### src/rtl/mont_pkg.sv
`default_nettype none
// ============================================================================
// Package     : mont_pkg
// Description : Shared types and width helpers for the Montgomery modular
//               exponentiation sequencer and its datapath.
// Revision    : 1.0 - initial release
// ============================================================================
package mont_pkg;

  // Default operand width W, product width 2W and exponent geometry
  localparam int OPERAND_W = 8;
  localparam int PRODUCT_W = 2 * OPERAND_W;
  localparam int EXP_W     = 8;
  localparam int EXP_IDX_W = $clog2(EXP_W);

  // Sequencer states; conversion states are only visited in the
  // plain-form build
  typedef enum logic [2:0] {
    S_IDLE     = 3'd0,
    S_CONV_IN  = 3'd1,
    S_SQUARE   = 3'd2,
    S_MULT     = 3'd3,
    S_CONV_OUT = 3'd4,
    S_DONE     = 3'd5
  } state_t;

  // Bit index width for an exponent of e bits (at least one bit)
  function automatic int idx_width(input int e);
    return (e > 1) ? $clog2(e) : 1;
  endfunction

endpackage
`default_nettype wire

### src/rtl/montgomery_mul.sv
`default_nettype none
// ============================================================================
// Module      : montgomery_mul
// Description : Combinational Montgomery product: W x W multiply feeding a
//               single montgomery_reduce instance. o_p = a*b*R^-1 mod m.
// Revision    : 1.0 - initial release
// ============================================================================
module montgomery_mul
  import mont_pkg::*;
#(
  parameter int DATA_WIDTH = OPERAND_W
) (
  input  logic [DATA_WIDTH-1:0] i_a,
  input  logic [DATA_WIDTH-1:0] i_b,
  input  logic [DATA_WIDTH-1:0] i_modulus,
  input  logic [DATA_WIDTH-1:0] i_r_div_two,
  output logic [DATA_WIDTH-1:0] o_p
);

  localparam int PROD_W = 2 * DATA_WIDTH;

  logic [PROD_W-1:0] w_prod;

  assign w_prod = {{DATA_WIDTH{1'b0}}, i_a} * {{DATA_WIDTH{1'b0}}, i_b};

  montgomery_reduce #(
    .DATA_WIDTH (DATA_WIDTH)
  ) u_reduce (
    .i_t         (w_prod),
    .i_modulant  (i_modulus),
    .i_r_div_two (i_r_div_two),
    .o_result    (o_p)
  );

endmodule
`default_nettype wire

### src/rtl/montgomery_reduce.sv
`default_nettype none
// ============================================================================
// Module      : montgomery_reduce
// Description : Combinational Montgomery reduction: o_result = t * R^-1 mod m,
//               R = 2^k with k taken from the single set bit of R/2.
//               Inputs below m*R give a fully reduced result below m.
// Revision    : 1.0 - initial release
// ============================================================================
module montgomery_reduce
  import mont_pkg::*;
#(
  parameter int DATA_WIDTH = OPERAND_W
) (
  input  logic [2*DATA_WIDTH-1:0] i_t,
  input  logic [DATA_WIDTH-1:0]   i_modulant,
  input  logic [DATA_WIDTH-1:0]   i_r_div_two,
  output logic [DATA_WIDTH-1:0]   o_result
);

  localparam int ACC_W = 2 * DATA_WIDTH + 1;

  logic [ACC_W-1:0] w_acc;
  logic [ACC_W-1:0] w_mod_ext;

  assign w_mod_ext = {{(ACC_W - DATA_WIDTH){1'b0}}, i_modulant};

  // Bit-serial REDC unrolled over k steps: make the value even by adding m,
  // then halve; a single conditional subtract finishes the reduction
  always_comb begin
    w_acc = {1'b0, i_t};
    for (int i = 0; i < DATA_WIDTH; i++) begin
      if ((i_r_div_two >> i) != '0) begin
        if (w_acc[0]) begin
          w_acc = w_acc + w_mod_ext;
        end
        w_acc = w_acc >> 1;
      end
    end
    if (w_acc >= w_mod_ext) begin
      w_acc = w_acc - w_mod_ext;
    end
    o_result = w_acc[DATA_WIDTH-1:0];
  end

endmodule
`default_nettype wire

### src/rtl/montgomery_modexp.sv
`default_nettype none
// ============================================================================
// Module      : montgomery_modexp
// Description : Left-to-right square-and-multiply sequencer computing
//               base^exp mod m on one Montgomery product per clock.
//               Build option MODEXP_CONVERT_EN: adds the r2_mod port and
//               converts base into / result out of Montgomery form.
// Revision    : 1.0 - initial release
// ============================================================================
module montgomery_modexp
  import mont_pkg::*;
#(
  parameter int DATA_WIDTH = OPERAND_W,
  parameter int EXP_WIDTH  = EXP_W
) (
  input  logic                  clk,
  input  logic                  reset,
  input  logic                  start,
  input  logic                  abort,
  input  logic [DATA_WIDTH-1:0] base,
  input  logic [EXP_WIDTH-1:0]  exp,
  input  logic [DATA_WIDTH-1:0] modulus,
  input  logic [DATA_WIDTH-1:0] R_div_two,
  input  logic [DATA_WIDTH-1:0] one_mont,
`ifdef MODEXP_CONVERT_EN
  input  logic [DATA_WIDTH-1:0] r2_mod,
`endif
  output logic                  busy,
  output logic                  done,
  output logic                  err,
  output logic [DATA_WIDTH-1:0] result
);

  localparam int IDX_W = idx_width(EXP_WIDTH);

  state_t                r_state;
  logic [DATA_WIDTH-1:0] r_acc;
  logic [DATA_WIDTH-1:0] r_base;
  logic [EXP_WIDTH-1:0]  r_exp;
  logic [DATA_WIDTH-1:0] r_mod;
  logic [DATA_WIDTH-1:0] r_rdt;
  logic [IDX_W-1:0]      r_idx;
  logic                  r_busy;
  logic                  r_done;
  logic                  r_err;
  logic [DATA_WIDTH-1:0] r_result;
`ifdef MODEXP_CONVERT_EN
  logic [DATA_WIDTH-1:0] r_r2;
`endif

  logic [DATA_WIDTH-1:0] w_op_a;
  logic [DATA_WIDTH-1:0] w_op_b;
  logic [DATA_WIDTH-1:0] w_prod;
  logic                  w_last;

  assign busy   = r_busy;
  assign done   = r_done;
  assign err    = r_err;
  assign result = r_result;

  // Current cycle finishes bit 0 of the exponent
  assign w_last = (r_idx == '0) &&
                  ((r_state == S_MULT) ||
                   ((r_state == S_SQUARE) && !r_exp[r_idx]));

  // Select the operand pair for this cycle's Montgomery product
  always_comb begin
    w_op_a = r_acc;
    w_op_b = r_acc;
    case (r_state)
      S_MULT: w_op_b = r_base;
`ifdef MODEXP_CONVERT_EN
      S_CONV_IN: begin
        w_op_a = r_base;
        w_op_b = r_r2;
      end
      S_CONV_OUT: w_op_b = DATA_WIDTH'(1);
`endif
      default: ;
    endcase
  end

  montgomery_mul #(
    .DATA_WIDTH (DATA_WIDTH)
  ) u_mul (
    .i_a         (w_op_a),
    .i_b         (w_op_b),
    .i_modulus   (r_mod),
    .i_r_div_two (r_rdt),
    .o_p         (w_prod)
  );

  // Sequencer: accept, exponent scan, optional conversions, done pulse
  always_ff @(posedge clk or posedge reset) begin
    if (reset) begin
      r_state  <= S_IDLE;
      r_acc    <= '0;
      r_base   <= '0;
      r_exp    <= '0;
      r_mod    <= '0;
      r_rdt    <= '0;
      r_idx    <= '0;
      r_busy   <= 1'b0;
      r_done   <= 1'b0;
      r_err    <= 1'b0;
      r_result <= '0;
`ifdef MODEXP_CONVERT_EN
      r_r2     <= '0;
`endif
    end else begin
      r_done <= 1'b0;
      if ((r_state != S_IDLE) && abort) begin
        // Cancel leaves result and err untouched
        r_state <= S_IDLE;
        r_busy  <= 1'b0;
      end else begin
        case (r_state)
          S_IDLE: begin
            if (start && !abort) begin
              r_base <= base;
              r_exp  <= exp;
              r_mod  <= modulus;
              r_rdt  <= R_div_two;
              r_acc  <= one_mont;
              r_idx  <= IDX_W'(EXP_WIDTH - 1);
              r_err  <= 1'b0;
`ifdef MODEXP_CONVERT_EN
              r_r2   <= r2_mod;
`endif
              if (!modulus[0]) begin
                // REDC needs an odd modulus: report straight away
                r_state  <= S_DONE;
                r_done   <= 1'b1;
                r_err    <= 1'b1;
                r_result <= '0;
              end else begin
                r_busy <= 1'b1;
`ifdef MODEXP_CONVERT_EN
                r_state <= S_CONV_IN;
`else
                r_state <= S_SQUARE;
`endif
              end
            end
          end
`ifdef MODEXP_CONVERT_EN
          S_CONV_IN: begin
            r_base  <= w_prod;
            r_state <= S_SQUARE;
          end
          S_CONV_OUT: begin
            r_acc    <= w_prod;
            r_result <= w_prod;
            r_done   <= 1'b1;
            r_busy   <= 1'b0;
            r_state  <= S_DONE;
          end
`endif
          S_SQUARE, S_MULT: begin
            r_acc <= w_prod;
            if (w_last) begin
`ifdef MODEXP_CONVERT_EN
              r_state <= S_CONV_OUT;
`else
              r_result <= w_prod;
              r_done   <= 1'b1;
              r_busy   <= 1'b0;
              r_state  <= S_DONE;
`endif
            end else if ((r_state == S_SQUARE) && r_exp[r_idx]) begin
              r_state <= S_MULT;
            end else begin
              r_idx   <= r_idx - 1'b1;
              r_state <= S_SQUARE;
            end
          end
          S_DONE: r_state <= S_IDLE;
          default: r_state <= S_IDLE;
        endcase
      end
    end
  end

endmodule
`default_nettype wire

### config.mk
export PLATFORM = sky130hd
export DESIGN_NAME = montgomery_modexp
export DESIGN_NICKNAME = d
export VERILOG_FILES = /design/src/rtl/mont_pkg.sv /design/src/rtl/montgomery_mul.sv /design/src/rtl/montgomery_reduce.sv /design/src/rtl/montgomery_modexp.sv
export SDC_FILE = /design/constraint.sdc
export NUM_CORES = 1
export LEC_CHECK = 0
export CAP_MARGIN = 20
export CELL_PAD_IN_SITES_DETAIL_PLACEMENT = 2
export CELL_PAD_IN_SITES_GLOBAL_PLACEMENT = 2
export CORE_MARGIN = 2
export CORE_UTILIZATION = 38
export DETAILED_ROUTE_END_ITERATION = 10
export GPL_TIMING_DRIVEN = 0
export PLACE_DENSITY_LB_ADDON = 0.1
export SLEW_MARGIN = 20
export SYNTH_ARGS = -nofsm -noshare
export SYNTH_HDL_FRONTEND = slang
export SYNTH_HIERARCHICAL = 1
export SYNTH_SLANG_ARGS = --single-unit
### constraint.sdc
create_clock -name clk -period 18.7 [get_ports clk]
set_input_delay 1.87 -clock clk [delete_from_list [all_inputs] [get_ports clk]]
set_output_delay 1.87 -clock clk [all_outputs]
set_load 0.02 [all_outputs]
After elaboration in Yosys (flattened, before gate mapping)
Index checks and enable logic that the tools add are counted.
Widths: inputs -> output; s select.
- bitwise operators: 1
- reduce and logical (&&, ||, !) cells: 26
- add/sub/neg operators: 10
- mux-type cells: 46
- equal/unequal tests: 10
- order comparisons: 2
- multiply operators: 1
- operators with widths (cell ; count):
    $mux 17 ; 15
    $add 17x8->17 ; 7
    $reduce_bool 8->1 ; 7
    $mux 8 ; 6
    $pmux 8 s2 ; 2
    $mux 3 ; 7
    $add 16x8->17 ; 1
    $ge 17x8->1 ; 1
    $mul 8x8->16 ; 1
    $mux 16 ; 1
    $pmux 3 s2 ; 2
    $mux 1 ; 10
    $ne 2x2->1 const B ; 5
    $reduce_and 5->1 ; 2
    $ne 3x3->1 const B ; 3
    $sub 8x8->8 ; 1
    $eq 3x2->1 const B ; 2
    $logic_not 3->1 ; 2
    $reduce_and 3->1 ; 2
    $reduce_bool 3->1 ; 2
    $logic_and 1x1->1 ; 5
    $lt 3x4->1 const B ; 1
    $pmux 1 s2 ; 2
    $reduce_and 4->1 ; 1
    other kinds (7) ; 8
- logic and storage cells: 107
- input bits: 44
- output and inout port bits: 11
- bits in registers: 57

Longest topological paths before layout
Gate-level depths: netlist (run 1).
- depth after elaboration: 31
- gate-level depth with buffers: 89

Hierarchy
Netlist (run 1), hierarchy kept.
- by module, submodules not included (module ; cells each ; instances ; area an instance (sq um)):
    montgomery_reduce ; 976 ; 1 ; 6799.0
    montgomery_modexp ; 260 ; 1 ; 2582.5
    montgomery_mul ; 243 ; 1 ; 2122.0

Least setup slack after synthesis (run 1)
No wires, ideal clock.
- path type: register to register
- from: reg r_state[1]
- to: reg r_result[1], in the netlist result[1]
- path slack: 3.107 ns
- arrival time: 15.472 ns
- data required time: 18.579 ns
- stages on the path, launching flop included: 86
- buffers on the path: 2
- period minus slack after synthesis: 15.593 ns
- cells stage by stage: dfrtp_1 -> nor2b_4 -> nand2_1 -> mux2_2 -> and2_1 -> fa_1 -> fa_1 -> ha_1 -> inv_1 -> fa_1 -> inv_1 -> ha_1 -> xnor2_1 -> ha_1 -> clkbuf_1 -> o2111a_1 -> a221oi_1 -> a21o_1 -> [... 50 more ...] -> a31oi_1 -> xor2_1 -> nor2_1 -> a21oi_1 -> a21oi_1 -> ha_1 -> a21o_1 -> o21ai_0 -> o211ai_1 -> a31oi_1 -> o21ai_0 -> a31oi_1 -> o21ai_0 -> nor2_1 -> o2111a_1 -> buf_6 -> mux2_4 -> a32o_2
- cells in the longest elaborated chain, start to end: 31
- elaborated cells on any way between the ends: 46
- RTL lines (element ; RTL line ; text):
    start: declaration ; montgomery_modexp.sv:36 ; state_t r_state;
    start signal: assignment ; montgomery_modexp.sv:96 ; r_state <= S_IDLE;
    start signal: assignment ; montgomery_modexp.sv:114 ; r_state <= S_IDLE;
    start signal: assignment ; montgomery_modexp.sv:132 ; r_state <= S_DONE;
    $eq 3x2->1 * ; montgomery_modexp.sv:70 ; case (r_state)
    $mux 8 * ; montgomery_modexp.sv:70 ;
    named net w_op_b[4] ; montgomery_modexp.sv:52 ; logic [DATA_WIDTH-1:0] w_op_b;
    $mul 8x8->16 * ; montgomery_mul.sv:24 ; assign w_prod = {{DATA_WIDTH{1'b0}}, i_a} * {{DATA_WIDTH{1'b0}}, i_b};
    named net u_mul.w_prod[5] ; montgomery_mul.sv:22 ; logic [PROD_W-1:0] w_prod;
    $add 16x8->17 ; montgomery_reduce.sv:34 ; w_acc = w_acc + w_mod_ext;
    $mux 17 ; montgomery_reduce.sv:33 ; if (w_acc[0]) begin
    $mux 16 * ; montgomery_reduce.sv:32 ; if ((i_r_div_two >> i) != '0) begin
    [... 18 more ...] ; - ;
    $add 17x8->17 ; montgomery_reduce.sv:34 ;
    $mux 17 ; montgomery_reduce.sv:33 ;
    $mux 17 * ; montgomery_reduce.sv:32 ;
    $ge 17x8->1 or $sub 8x8->8 (tied branches) ; montgomery_reduce.sv:39, montgomery_reduce.sv:40 ;
    $mux 8 * ; montgomery_reduce.sv:39 ; if (w_acc >= w_mod_ext) begin
    named net w_prod[1] ; montgomery_modexp.sv:53 ; logic [DATA_WIDTH-1:0] w_prod;
    $mux 8 * ; montgomery_modexp.sv:161 ; if (w_last) begin
    $pmux 8 s2 * ; montgomery_modexp.sv:117 ; case (r_state)
    end signal: assignment ; montgomery_modexp.sv:165 ; r_result <= w_prod;
    end: declaration ; montgomery_modexp.sv:46 ; logic [DATA_WIDTH-1:0] r_result;
The timed path passes the listed nets; every way through them passes the cells marked *. The select of a mux whose other input is x is not followed.
A chain may end at the register's enable or synchronous reset.

Worst setup path after layout (run 1)
- from: reg r_state[1]
- to: reg r_acc[6]
- cells in the longest elaborated chain, start to end: 30
- elaborated cells on any way between the ends: 40
- RTL lines (element ; RTL line ; text):
    $eq 3x2->1 * ; montgomery_modexp.sv:70 ;
    $mux 8 * ; montgomery_modexp.sv:70 ;
    named net w_op_b[4] ; montgomery_modexp.sv:52 ;
    $mul 8x8->16 * ; montgomery_mul.sv:24 ;
    named net u_mul.w_prod[5] ; montgomery_mul.sv:22 ;
    $add 16x8->17 ; montgomery_reduce.sv:34 ;
    $mux 17 ; montgomery_reduce.sv:33 ;
    $mux 16 * ; montgomery_reduce.sv:32 ;
    [... 17 more ...] ; - ;
    $mux 17 * ; montgomery_reduce.sv:32 ;
    $add 17x8->17 ; montgomery_reduce.sv:34 ;
    $mux 17 ; montgomery_reduce.sv:33 ;
    $mux 17 * ; montgomery_reduce.sv:32 ;
    $ge 17x8->1 or $sub 8x8->8 (tied branches) ; montgomery_reduce.sv:39, montgomery_reduce.sv:40 ;
    $mux 8 * ; montgomery_reduce.sv:39 ;
    named net w_prod[6] ; montgomery_modexp.sv:53 ;
    $pmux 8 s2 * ; montgomery_modexp.sv:117 ;
    end signal: assignment ; montgomery_modexp.sv:124 ; r_acc <= one_mont;
    end signal: assignment ; montgomery_modexp.sv:160 ; r_acc <= w_prod;
    end: declaration ; montgomery_modexp.sv:37 ; logic [DATA_WIDTH-1:0] r_acc;
The timed path passes the listed nets; every way through them passes the cells marked *.

==> impl_results.md, run 1 <==
* CTS tree: yes
* Final-stage net count at 1753
* Final Critical Period at between 15 and 20 ns
* Crit Path Max Fanout at 8
* Antenna violations before repair at 1
* Clock skew at 0.00714 ns
* DRC viols at 0
* Num rows at between 60 and 70
* Clock Latency Late Sink at between 0.3 and 0.4 ns
* Worst Tran Pin Value at 0.938 ns
* CP max stage cell: or4_1
* H-tree depth at 3
* Hold Vio Cnt, Final at 0
* Worst setup SP type: register
* Synth top area share at 12.4%
* Post-DP HPWL at approximately 34000 um
* Die Footprint at around 32000 sq um
* Yosys cell types at 120
* Vias in the first global route at between 10000 and 15000
* 1st-iter DRT viols at 562
* Total gr overflow at 0
* Syn Nets at about 1700
* Outcome: finished, final reports clean
* Die X at approximately 180 um
* Largest net degree at the start of global routing at between 40 and 50
* Asr flop ratio synth at 100%
* CTS Buffer Depth at 2
* Worst Path Required at around 19 ns
* Relative slew slack at between 30% and 40%
* Chip height at around 180 um
* Mapped Cells at 1479
* Clock transition at the registers of the reported paths at around 0.050 ns
* Share of post-route cells with drive strength above 1 at between 10% and 20%
* Mean Syn Cell Area at about 8 sq um
* Worst Setup End Kind: register
* Primary FF master, synth: dfrtp_1
* Area leader, netlist: dfrtp_1
* ANT nets after route at 0
* Detail-routed net length per standard cell at around 22 um
* Most frequent CP cell: ha_1
* Global Route Usage Sum at between 20 and 30%
* Pre-Repair DR Iteration Count at 5
* Yosys warns at 6
* Root Buffer: clkbuf_16
* Port Buffer Count at 54
* Hold path cells at 2
* Initial Utilization at approximately two fifths
* EDFF count, synth at 0
* First-pass GRT wire length at ~68000 um
* Final core utilization at roughly 44%
* Final setup violation count at 0
* Worst Hold Class: register to register
* Routed wire length at roughly 43000 um
* Worst r2r path cells at between 80 and 90
* Period utilization at 95.8%
* Sequential area share after synthesis at between 10% and 20%
* Critical Path AT at about 18 ns
* Clock buffer count from CTS at 9
* Synth-to-Final Area Change at 13.9%
* DR vias/cell at 5.90
* CORE AREA at a little under 30000 sq um
* Gpl congestion at between 0.8 and 0.9
* Top post-synthesis cells by area: dfrtp_1 (12%), ha_1 (12%), fa_1 (7.8%)
* Number of antenna diodes at 0
* IO Pins at 55
* Max cap viols at 0
* Post-synth design cell area at around 12000 sq um
* Total number of vias at around 11000
* Fmax at roughly 0.056 GHz
* Flip-flop and latch count after synthesis at 57
* Setup CP Type: register to register
* Clock sink count at 57
* Pins over their slew limit at 0
* Critical Path Max Stage Delay at roughly 0.55 ns
worst max-delay path, delay by kind of cell (launching register included):
kind | cells | cell delay (ns)
adders and majority gates | 14 | 5.30
and+or+nand+nor | 21 | 2.97
DFF | 1 | 0.44
buffers and inverters | 5 | 0.51
AOI/OAI and AO/OA | 32 | 5.78
muxes | 4 | 1.33
xor gates and xnor gates | 8 | 1.41
synth_stat cells (18+ instances only):
| master | instances |
|---|---|
| fa_1 | 45 |
| clkbuf_1 | 27 |
| inv_1 | 97 |
| a31oi_1 | 18 |
| dfrtp_1 | 57 |
| a21oi_1 | 105 |
| nand3_1 | 32 |
| and2_1 | 58 |
| a21o_1 | 42 |
| ha_1 | 110 |
| o21ai_0 | 77 |
| nand2_1 | 212 |
| xnor2_1 | 50 |
| xor2_1 | 25 |
| mux2i_1 | 24 |
| nor2_1 | 115 |
layout make-up:
class | count | area (sq um)
buffer | 54 | 284
clock buffer | 12 | 267
clock inverter | 3 | 15.0
fill | 3400 | 16600
inverter | 97 | 367
multi-input combinational | 1270 | 9620
sequential | 57 | 1430
tap | 390 | 488
timing repair buffer | 65 | 643
cells in the final DEF, fill, tap and decap left out, drive strengths merged, types with 8 or more instances in the layout:
cell type,netlist,routed
clkbuf,28,39
a21oi,112,112
mux2,23,23
inv,97,97
nor2,117,117
fa,45,45
dfrtp,57,57
or3,13,13
nand2b,14,14
o211ai,12,12
nand4,14,14
xnor2,50,50
nand3,33,33
nor3,19,19
and2,59,59
a32o,9,9
and3,12,12
a221oi,8,8
nand2,214,214
o21a,16,16
nor4,8,8
a21o,44,44
a211oi,20,20
o21bai,8,8
a211o,9,9
mux2i,27,27
o31ai,9,9
o21ai,96,96
xor2,25,25
buf,27,38
nor2b,17,17
clkdlybuf4s50,0,54
a31oi,19,19
ha,110,110
stage by stage:
| stage | std cells | setup TNS (ns) | setup WS (ns) | hold slack [ns] | instance area, sq um |
|---|---|---|---|---|---|
| 2_1_floorplan | 1479 | 0 | 3.11 | 0.440 | 11500 |
| 3_3_place_gp | 1923 | -2.55 | -0.286 | 0.453 | 12500 |
| 3_5_place_dp | 1924 | -8.15 | -0.661 | 0.459 | 12600 |
| 4_1_cts | 1939 | 0 | 0.0226 | 0.482 | 12900 |
| 5_1_grt | 1948 | -0.664 | -0.154 | 0.497 | 13100 |
| 6_report | 1948 | 0 | 0.779 | 0.479 | 13100 |
path summary, 6_finish.rpt:
check,from,endpoint,slack (ns)
max in group asynchronous,reset,r_state[1],16.39
hold / removal,r_base[2],r_base[2],0.48
setup reg to reg,r_state[1],r_acc[6],0.78
setup / recovery,r_state[1],r_acc[6],0.78
min in group asynchronous,reset,r_base[2],1.81
hold reg to reg,r_base[2],r_base[2],0.48
cell families (layout without fill, tap and decap cells):
kind of cell               Yosys count  after routing  share of synthesized area, %
and+or+nand+nor                    550            550                          23.8
AOI/OAI and AO/OA                  440            440                          27.6
adders and majority gates          155            155                          19.8
buffers and inverters              152            231                          5.66
xor gates and xnor gates            75             75                          5.71
DFF                                 57             57                          12.4
muxes                               50             50                          5.08
sequential cells by signal (all words and copies together) (netlist names):
register	cells
r_exp	8
result	8
r_rdt	8
err	1
r_base	8
done	1
r_state	3
r_acc	8
r_idx	3
r_mod	8
busy	1
metal layers:
| metal | wire, um | up-vias | track usage, % | part of all wire, % |
|---|---|---|---|---|
| li1 | - | 5459 | - | - |
| met1 | 20600 | 5849 | 37.3 | 48 |
| met2 | 20900 | 138 | 46.7 | 49 |
| met3 | 1030 | 36 | 1.73 | 2.4 |
| met4 | 497 | 2 | 3.89 | 1.2 |
| met5 | 10 | - | 0 | 0.023 |
what timing repair did:
item | in CTS | in global routing
setup buffers | 0 | 10
pin swaps | 0 | 7
resized for setup | 18 | 41
hold buffers | 0 | 0
hold endpoints to repair | 0 | 0
endpoints found under the setup margin | 16 | 16
Power of run 1 is left out: the tool's default activity adds up to more than one toggle a clock period on the data nets, which glitch-free logic cannot reach.
==> run 2: changes to the inputs <==
--- a/config.mk
+++ b/config.mk
@@ -13,6 +13,7 @@
 export DETAILED_ROUTE_END_ITERATION = 10
 export GPL_TIMING_DRIVEN = 0
 export PLACE_DENSITY_LB_ADDON = 0.1
+export SETUP_SLACK_MARGIN = 0.15
 export SLEW_MARGIN = 20
 export SYNTH_ARGS = -nofsm -noshare
 export SYNTH_HDL_FRONTEND = slang
==> run 2 against run 1 <==
  * Critical path depth is 1 higher
  * Sequential cell count stayed put
  * Cell area is 0.39% higher
  * Sequential share of layout area hardly changed
==> impl_results.md, run 2 (synthesis results as in run 1) <==
* Routed wire length at ~43000 um
* CTS tree: yes
* Chip height at approximately 180 um
* H-tree depth at 3
* Detail-routed net length per standard cell at between 20 and 25 um
* Clock buffer count from CTS at 9
* IO Pins at between 50 and 60
* Fmax at 0.0560 GHz
* Critical Path AT at between 15 and 20 ns
* Clock sink count at 57
* Number of antenna diodes at 0
* Pins over their slew limit at 0
* Antenna violations before repair at 1
* Clock Latency Late Sink at between 0.3 and 0.4 ns
* Hold Vio Cnt, Final at 0
* Vias in the first global route at around 12000
* Worst setup SP type: register
* Die X at between 150 and 200 um
* DRC viols at 0
* Period utilization at a little over nine tenths
* Worst Tran Pin Value at 0.936 ns
* Total number of vias at 11500
* Root Buffer: clkbuf_16
* Relative slew slack at between 30% and 40%
* Worst Setup End Kind: register
* CORE AREA at approximately 30000 sq um
* Worst Path Required at roughly 19 ns
* Global Route Usage Sum at between 20% and 30%
* Die Footprint at 31700 sq um
* Max cap viols at 0
* Post-DP HPWL at between 30000 and 40000 um
* Final-stage net count at between 1500 and 2000
* Most frequent CP cell: ha_1
* Final worst setup slack at roughly 0.86 ns
* Gpl congestion at about 0.84
* ANT nets after route at 0
* CTS Buffer Depth at 2
* Placed cells at between 1500 and 2000
* Worst Hold Class: register to register
* CP max stage cell: or4_1
* Synth-to-Final Area Change at 14.4%
* Fin Hold WS at roughly 0.48 ns
* Crit Path Max Fanout at 8
* Commonest cells after routing, fill and taps aside: nand2_1 (211), nor2_1 (113), ha_1 (107), inv_1 (96), a21oi_1 (96)
* Most common cell after layout, fill and taps aside: nand2_1
* First-pass GRT wire length at slightly below 70000 um
* Num rows at 63
* Total gr overflow at 0
* DR vias/cell at 5.90
* Port Buffer Count at 54
* Critical Path Max Stage Delay at about 0.55 ns
* Share of post-route cells with drive strength above 1 at 13.0%
* Clock transition at the registers of the reported paths at ~0.050 ns
* Clock skew at 0.00759 ns
* Final Critical Period at ~18 ns
* Hold_buf cts at 0
* Pre-Repair DR Iteration Count at 6
* Setup CP Type: register to register
* 1st-iter DRT viols at slightly above 600
* Fill count at about 3400
* Non-filler cells, final at 1951
* Final setup violation count at 0
* Initial Utilization at about two fifths
* Pre-CTS WS at -0.661 ns
* Outcome: finished, final reports clean
* Largest net degree at the start of global routing at 48
==> run 2: path summary, 6_finish.rpt <==
path	startpoint	to	slack, ns	cells after the start
max	r_state[1]	r_acc[6]	0.86	85
min	r_base[2]	r_base[2]	0.48	2
min in group asynchronous	reset	r_base[2]	1.81	2
max in group asynchronous	reset	r_state[1]	16.40	3
max reg2reg	r_state[1]	r_acc[6]	0.86	85
min reg2reg	r_base[2]	r_base[2]	0.48	2
==> run 2: per-stage QoR <==
step | util [%] | TNS, ns | cell area (sq um)
3_5_place_dp | 42.3 | -8.15 | 12600
3_3_place_gp | 42.2 | -2.55 | 12500
2_1_floorplan | - | 0 | 11500
5_1_grt | 44.3 | -0.0795 | 13200
4_1_cts | 43.4 | 0 | 12900
6_report | 44.3 | 0 | 13200
==> run 2: critical path: cells and delay by family (launching register included) <==
family,cells,cell delay (ns)
simple gates,21,3.02
compound gates,32,5.88
fa+ha+maj,14,5.13
flops,1,0.42
buf+inv,6,0.69
mux,4,1.27
xor+xnor,8,1.27
==> run 2: metal layers <==
layer / vias to the layer above / GRT usage, % / routed length, um
li1: 5465 / - / -
met1: 5861 / 37.3 / 20900
met2: 145 / 46.7 / 21000
met3: 33 / 1.73 / 970
met4: 2 / 3.89 / 479
met5: - / 0 / 10
==> run 2: final cells by class <==
class,instances,area (sq um),area share (%)
Clock buffer,12,267,2.03
Inverter,97,367,2.79
Sequential cell,57,1430,10.8
Multi-Input combinational cell,1270,9650,73.3
Clock inverter,3,15.0,0.114
Buffer,55,289,2.20
Timing Repair Buffer,67,658,5.00
Tap cell,390,488,3.71
==> run 2: timing repair <==
item                                    CTS  global route
setup buffers                             0            12
pin swaps                                 0             7
endpoints found under the hold margin     0             0
gates resized for setup                  21            43
endpoints found under the setup margin   16            16
cloned                                    0             0
Power of run 2 is left out for the same reason.
==> run 3: changes to the inputs <==
--- a/config.mk
+++ b/config.mk
@@ -12,6 +12,7 @@
 export CORE_UTILIZATION = 38
 export DETAILED_ROUTE_END_ITERATION = 10
 export GPL_TIMING_DRIVEN = 0
+export HOLD_SLACK_MARGIN = 0.03
 export PLACE_DENSITY_LB_ADDON = 0.1
 export SETUP_SLACK_MARGIN = 0.15
 export SLEW_MARGIN = 20
==> results of run 3 <==
The final DEF is identical to that of run 2; final timing and power are the same.
Power of run 3 is left out for the same reason.
